**config.mk**
```make
export PLATFORM = sky130hd
export DESIGN_NAME = latch_bank_arbiter
export DESIGN_NICKNAME = d
export VERILOG_FILES = /design/src/rtl/latch_bank_arbiter.sv
export SDC_FILE = /design/constraint.sdc
export NUM_CORES = 1
export LEC_CHECK = 0
export ABC_AREA = 1
export CELL_PAD_IN_SITES_DETAIL_PLACEMENT = 0
export CELL_PAD_IN_SITES_GLOBAL_PLACEMENT = 1
export CORE_ASPECT_RATIO = 1.4
export CORE_MARGIN = 2
export CORE_UTILIZATION = 32
export DETAILED_ROUTE_END_ITERATION = 6
export PLACE_DENSITY_LB_ADDON = 0.3
export SLEW_MARGIN = 15
export SYNTH_ARGS = -nofsm -noshare
export SYNTH_HDL_FRONTEND = slang
export SYNTH_SLANG_ARGS = --single-unit
```
**constraint.sdc**
```tcl
create_clock -name clk -period 3.36 [get_ports clk]
set_clock_uncertainty 0.15 [all_clocks]
set_input_delay 0.504 -clock clk [delete_from_list [all_inputs] [get_ports clk]]
set_output_delay 0.504 -clock clk [all_outputs]
set_load 0.03 [all_outputs]
```
**src/rtl/latch_bank_arbiter.sv**
```systemverilog
// latch_bank_arbiter
//   Round-robin arbiter and timing sequencer that shares one bank of DW
//   transparent d/en latches between NREQ requesters. Each transaction runs
//   IDLE -> SETUP -> OPEN -> HOLD -> IDLE so that lat_d is stable for
//   SETUP_CYC cycles before lat_en rises, for OPEN_CYC cycles with lat_en
//   high, and for HOLD_CYC cycles after lat_en falls.
//
// Ports
//   clk     in   rising-edge clock
//   rst     in   synchronous active-high reset (aborts a transaction at once)
//   req     in   [NREQ]    per-requester level request, held until done
//   wdata   in   [NREQ*DW] requester i data at [i*DW +: DW]
//   lat_q   in   [DW]      latch bank readback (LATCH_READBACK_EN only)
//   grant   out  [NREQ]    one-hot current owner, 0 when idle
//   done    out  [NREQ]    one-cycle completion pulse in the last HOLD cycle
//   lat_d   out  [DW]      latch bank data
//   lat_en  out            latch bank enable
//   busy    out            high in any state other than IDLE
//   err     out            sticky readback mismatch flag
//
// Build option
//   LATCH_READBACK_EN : compare lat_q against lat_d in the first HOLD cycle
//                       and set err on mismatch. Undefined: err is tied 0.
module latch_bank_arbiter #(
  parameter int unsigned NREQ      = 4,
  parameter int unsigned DW        = 8,
  parameter int unsigned SETUP_CYC = 1,
  parameter int unsigned OPEN_CYC  = 2,
  parameter int unsigned HOLD_CYC  = 1
) (
  input  logic               clk,
  input  logic               rst,
  input  logic [NREQ-1:0]    req,
  input  logic [NREQ*DW-1:0] wdata,
  input  logic [DW-1:0]      lat_q,
  output logic [NREQ-1:0]    grant,
  output logic [NREQ-1:0]    done,
  output logic [DW-1:0]      lat_d,
  output logic               lat_en,
  output logic               busy,
  output logic               err
);

  localparam int unsigned PW   = $clog2(NREQ);
  localparam int unsigned MAX1 = (SETUP_CYC > OPEN_CYC) ? SETUP_CYC : OPEN_CYC;
  localparam int unsigned MAXC = (MAX1 > HOLD_CYC) ? MAX1 : HOLD_CYC;
  localparam int unsigned CW   = (MAXC > 1) ? $clog2(MAXC) : 1;

  typedef enum logic [1:0] {S_IDLE, S_SETUP, S_OPEN, S_HOLD} state_t;

  state_t          r_state;
  logic [CW-1:0]   r_cnt;
  logic [PW-1:0]   r_ptr;
  logic [PW-1:0]   r_owner;
  logic [NREQ-1:0] r_grant;
  logic [NREQ-1:0] r_done;
  logic [DW-1:0]   r_lat_d;
  logic            r_lat_en;
  logic            r_busy;

  logic            w_found;
  logic [PW-1:0]   w_idx;
  logic [PW-1:0]   w_sel;
  logic [DW-1:0]   w_slice;
  logic [PW-1:0]   w_ptr_nxt;

  // First set request scanning upward from the pointer, with wrap.
  always_comb begin
    w_found = 1'b0;
    w_sel   = '0;
    w_idx   = '0;
    for (int unsigned k = 0; k < NREQ; k++) begin
      w_idx = PW'((32'(r_ptr) + k) % NREQ);
      if (!w_found && req[w_idx]) begin
        w_found = 1'b1;
        w_sel   = w_idx;
      end
    end
  end

  always_comb begin
    w_slice = '0;
    for (int unsigned i = 0; i < NREQ; i++) begin
      if (w_sel == PW'(i)) w_slice = wdata[i*DW +: DW];
    end
  end

  assign w_ptr_nxt = (r_owner == PW'(NREQ - 1)) ? '0 : r_owner + 1'b1;

  always_ff @(posedge clk) begin
    if (rst) begin
      r_state  <= S_IDLE;
      r_cnt    <= '0;
      r_ptr    <= '0;
      r_owner  <= '0;
      r_grant  <= '0;
      r_done   <= '0;
      r_lat_d  <= '0;
      r_lat_en <= 1'b0;
      r_busy   <= 1'b0;
    end else begin
      r_done <= '0;
      case (r_state)
        S_IDLE: begin
          if (w_found) begin
            r_state <= S_SETUP;
            r_cnt   <= CW'(SETUP_CYC - 1);
            r_grant <= NREQ'(1) << w_sel;
            r_owner <= w_sel;
            r_lat_d <= w_slice;
            r_busy  <= 1'b1;
          end
        end
        S_SETUP: begin
          if (r_cnt == '0) begin
            r_state  <= S_OPEN;
            r_cnt    <= CW'(OPEN_CYC - 1);
            r_lat_en <= 1'b1;
          end else begin
            r_cnt <= r_cnt - 1'b1;
          end
        end
        S_OPEN: begin
          if (r_cnt == '0) begin
            r_state  <= S_HOLD;
            r_cnt    <= CW'(HOLD_CYC - 1);
            r_lat_en <= 1'b0;
            // done is registered, so it is raised on entry to the last HOLD cycle
            if (HOLD_CYC == 1) r_done <= r_grant;
          end else begin
            r_cnt <= r_cnt - 1'b1;
          end
        end
        S_HOLD: begin
          if (r_cnt == '0) begin
            r_state <= S_IDLE;
            r_grant <= '0;
            r_ptr   <= w_ptr_nxt;
            r_busy  <= 1'b0;
          end else begin
            r_cnt <= r_cnt - 1'b1;
            if (r_cnt == CW'(1)) r_done <= r_grant;
          end
        end
        default: r_state <= S_IDLE;
      endcase
    end
  end

`ifdef LATCH_READBACK_EN
  logic r_err;

  // Readback is checked once, in the first HOLD cycle, after the bank has closed.
  always_ff @(posedge clk) begin
    if (rst) begin
      r_err <= 1'b0;
    end else if (r_state == S_HOLD && r_cnt == CW'(HOLD_CYC - 1) && lat_q != r_lat_d) begin
      r_err <= 1'b1;
    end
  end

  assign err = r_err;
`else
  logic w_unused_lat_q;
  assign w_unused_lat_q = ^lat_q;
  assign err = 1'b0;
`endif

  assign grant  = r_grant;
  assign done   = r_done;
  assign lat_d  = r_lat_d;
  assign lat_en = r_lat_en;
  assign busy   = r_busy;

endmodule

```
==> impl_metrics.toml <==
[detailed_routing]
drt_iter0_markers = 54
drtAntennaViolNets = 0
avgRoutedWirePerCell_um = 11.62
drc = 0
via_per_inst = 4.626
dr.pass1.iters = 4
routed-via-count = 1707
routed_wl_um = 4286

[floorplan]
die_y_um = 89.93
core_mm2 = 0.005120
initial_utilization = 0.3297
fp.dieW_um = 65.38
rows = 31
ioPinCount = 65
die-area_mm2 = 0.005880

[yosys]
synthTopCellsByCount = "nand2_1, dfxtp_1, nand3_1"
syn_avg_cell_area_um2 = 6.725
synthesis.area_mm2 = 0.001688
synth_fp_nets = 303
synth_xor_area_frac = 0
synth_edf_count = 0
synthAdderAreaFrac = 0.04448
synth_compound_area_frac = 0.1690
async_reset_ff_frac = 0
seq_area_frac_synth = 0.2965
synth-simple-area-share = 0.3870
ys_types = 30
synthMuxAreaShare = 0
synth_top_family_by_area = "simple AND/OR/NAND/NOR gates"
yosysWarnings = 0
synth.most_common_cell = "nand2_1"
syn_inst = 251
synth.top_cell.area_share = 0.2965
netlist_top_cells_area = "dfxtp_1, nand2_1, nand3_1"
ys.flop_type = "dfxtp_1"
synth_area_leader_cell = "dfxtp_1"
ys_ff_latch = 25

[global_routing]
grt_overflow = 0
antenna_found_initial = 0
grt_max_degree = 18
grt_usage = 0.1560
grt_pass1_vias = 1657
grt_pass1_wl_um = 7389

[power]
p_per_area_mw_per_mm2 = 861.9
seqPwrFrac = 0.250
clockPowerShare = 0.092
swShare = 0.5112
p_leak_nw = 0.9975
p_sw_mw = 1.018
max-vdd-ir-drop_v = 0.0005204
pwr-share-comb = 0.658
p_int_uw = 973.2

[final_layout]
regArea_um2 = 500.5
instances_no_fill = 369
antennaDiodeCount = 0
fillCellCount = 568
nets = 356
area_growth_pct = 36.84
multi_input_area_mm2 = 0.001017
drive_above_1_share = 0.1287

[sta]
hold_ws_ps = 324.3
fin_crit_ps = 2511
finalHoldViolCount = 0
tns_ps = 0
fin_crit_sh = 0.7472
rsz0062_at_grt = "false"
fmax_ghz = 0.3983
finalWorstSetupSlack_ps = 849.4
slew_viol_final = 0
setup_viol = 0

[clock_network]
clk_pin_slew_ps = 90
ctsHoldBuffers = 0
cts_setup_buffers = 0
root_buffer = "clkbuf_8"
cts_buffers = 3
cts_resized = 0
htreeDepth = 1
cts.sinks = 25
cts_tree = "built"
clock_latency_ps = 270
clk_path_buf_depth = 2

[setup_path]
cp.required_ps = 3430
cp_cell_sequence = "inv_2 > nand2_1 > nand3_1 > nand2_1 > nor2_2 > nand3_1 > nand3_2 > nor2_2 > nand2_1 > nand4_1 > nand2_1 > a21oi_2"
max_stage_delay_ps = 580
worst-path-buf-inv = 1
crit_family = "simple AND/OR/NAND/NOR gates"
crit_slowest_cell = "dfxtp_1"
crit_type = "reg2reg"
startpoint_type = "flop"
worst_ep_arrival_time_ps = 2580
cp_max_fo = 12
cpMostUsedCell = "nand2_1"
worstSetupEndpointType = "flop"

[worst_hold_path]
hold_path.class = "reg2reg"

[placement]
place_inst = 365
io_buffer_count = 55
place_congestion = 0.8052
dpl.hpwl_um = 3450
preCtsSetupSlack_ps = 547.6

[run_status]
outcome = "finished clean"

[flow_run]
maxCapViolCount = 0
sequential cells by signal (all words and copies together), names as in the netlist:
name / cells
lat_d: 8
done: 4
grant: 4
r_owner: 2
r_ptr: 2
r_state: 2
busy: 1
lat_en: 1
r_cnt: 1
worst min-delay path, cell delays in order, from the launching register on:
cell     delay [ps]
dfxtp_1         320
nand2_1          60
a21oi_1          50
power by group through the flow:
stage	Sequential, mW	Clock (mW)	Combinational, mW
5_1_grt	0.515	0.199	1.47
3_5_place_dp	0.504	0	1.33
4_1_cts	0.500	0.186	1.34
2_1_floorplan	0.637	0	0.845
6_report	0.497	0.183	1.31
3_3_place_gp	0.505	0	1.33
cells by family after synthesis:
| logic type | after synthesis |
|---|---|
| adders and majority gates | 6 |
| DFF | 25 |
| AOI/OAI and AO/OA | 45 |
| buffers and inverters | 34 |
| other | 1 |
| and+or+nand+nor | 140 |
worst paths after layout:
kind / from / endpoint / slack (ps) / depth (start not counted)
worst max register to register: r_ptr[0] / lat_d[4] / 850 / 12
worst min-delay path: busy / busy / 320 / 2
worst min register to register: busy / busy / 320 / 2
worst max-delay path: r_ptr[0] / lat_d[4] / 850 / 12
placed cells by master, fill, tap and decap left out:
cell type and n:
dfxtp_1 25, clkdlybuf4s50_1 55, a31oi_1 4, ha_1 6
or2_1 2, o21ai_0 13, buf_4 1, clkinv_1 1
inv_2 3, a211oi_1 1, inv_4 2, nand3b_1 1
o21ai_1 4, nor2_2 2, nand3_1 21, nand2_1 80
a21oi_2 8, nor2_4 1, nand3_2 2, clkinvlp_4 1
clkbuf_8 3, or2_4 1, inv_1 20, nor3_1 2
o21ai_2 6, conb_1 1, a21oi_1 9, nand2_4 4
nor2_1 12, nand2_2 5, nand4_1 7
stage by stage:
stage / instance area [um2] / util / total power, mW
3_5_place_dp: 2261 / 0.4416 / 1.837
5_1_grt: 2310 / 0.4511 / 2.188
3_3_place_gp: 2261 / 0.4416 / 1.836
6_report: 2310 / 0.4511 / 1.991
2_1_floorplan: 1688 / - / 1.482
4_1_cts: 2310 / 0.4511 / 2.024
routing by layer:
metal / global-route usage / part of all wire
met2: 0.2883 / 0.52
met4: 0.04340 / 0.0077
met3: 0.03129 / 0.058
met1: 0.1755 / 0.41
met5: 0 / 0
cell type report:
class,instances,area share
multi-input combinational,192,0.4404
timing repair buffer,56,0.2416
tap,66,0.03575
inverter,26,0.04442
clock buffer,3,0.01788
clock inverter,1,0.003250
sequential,25,0.2167
(Power assumes the default switching activity.)
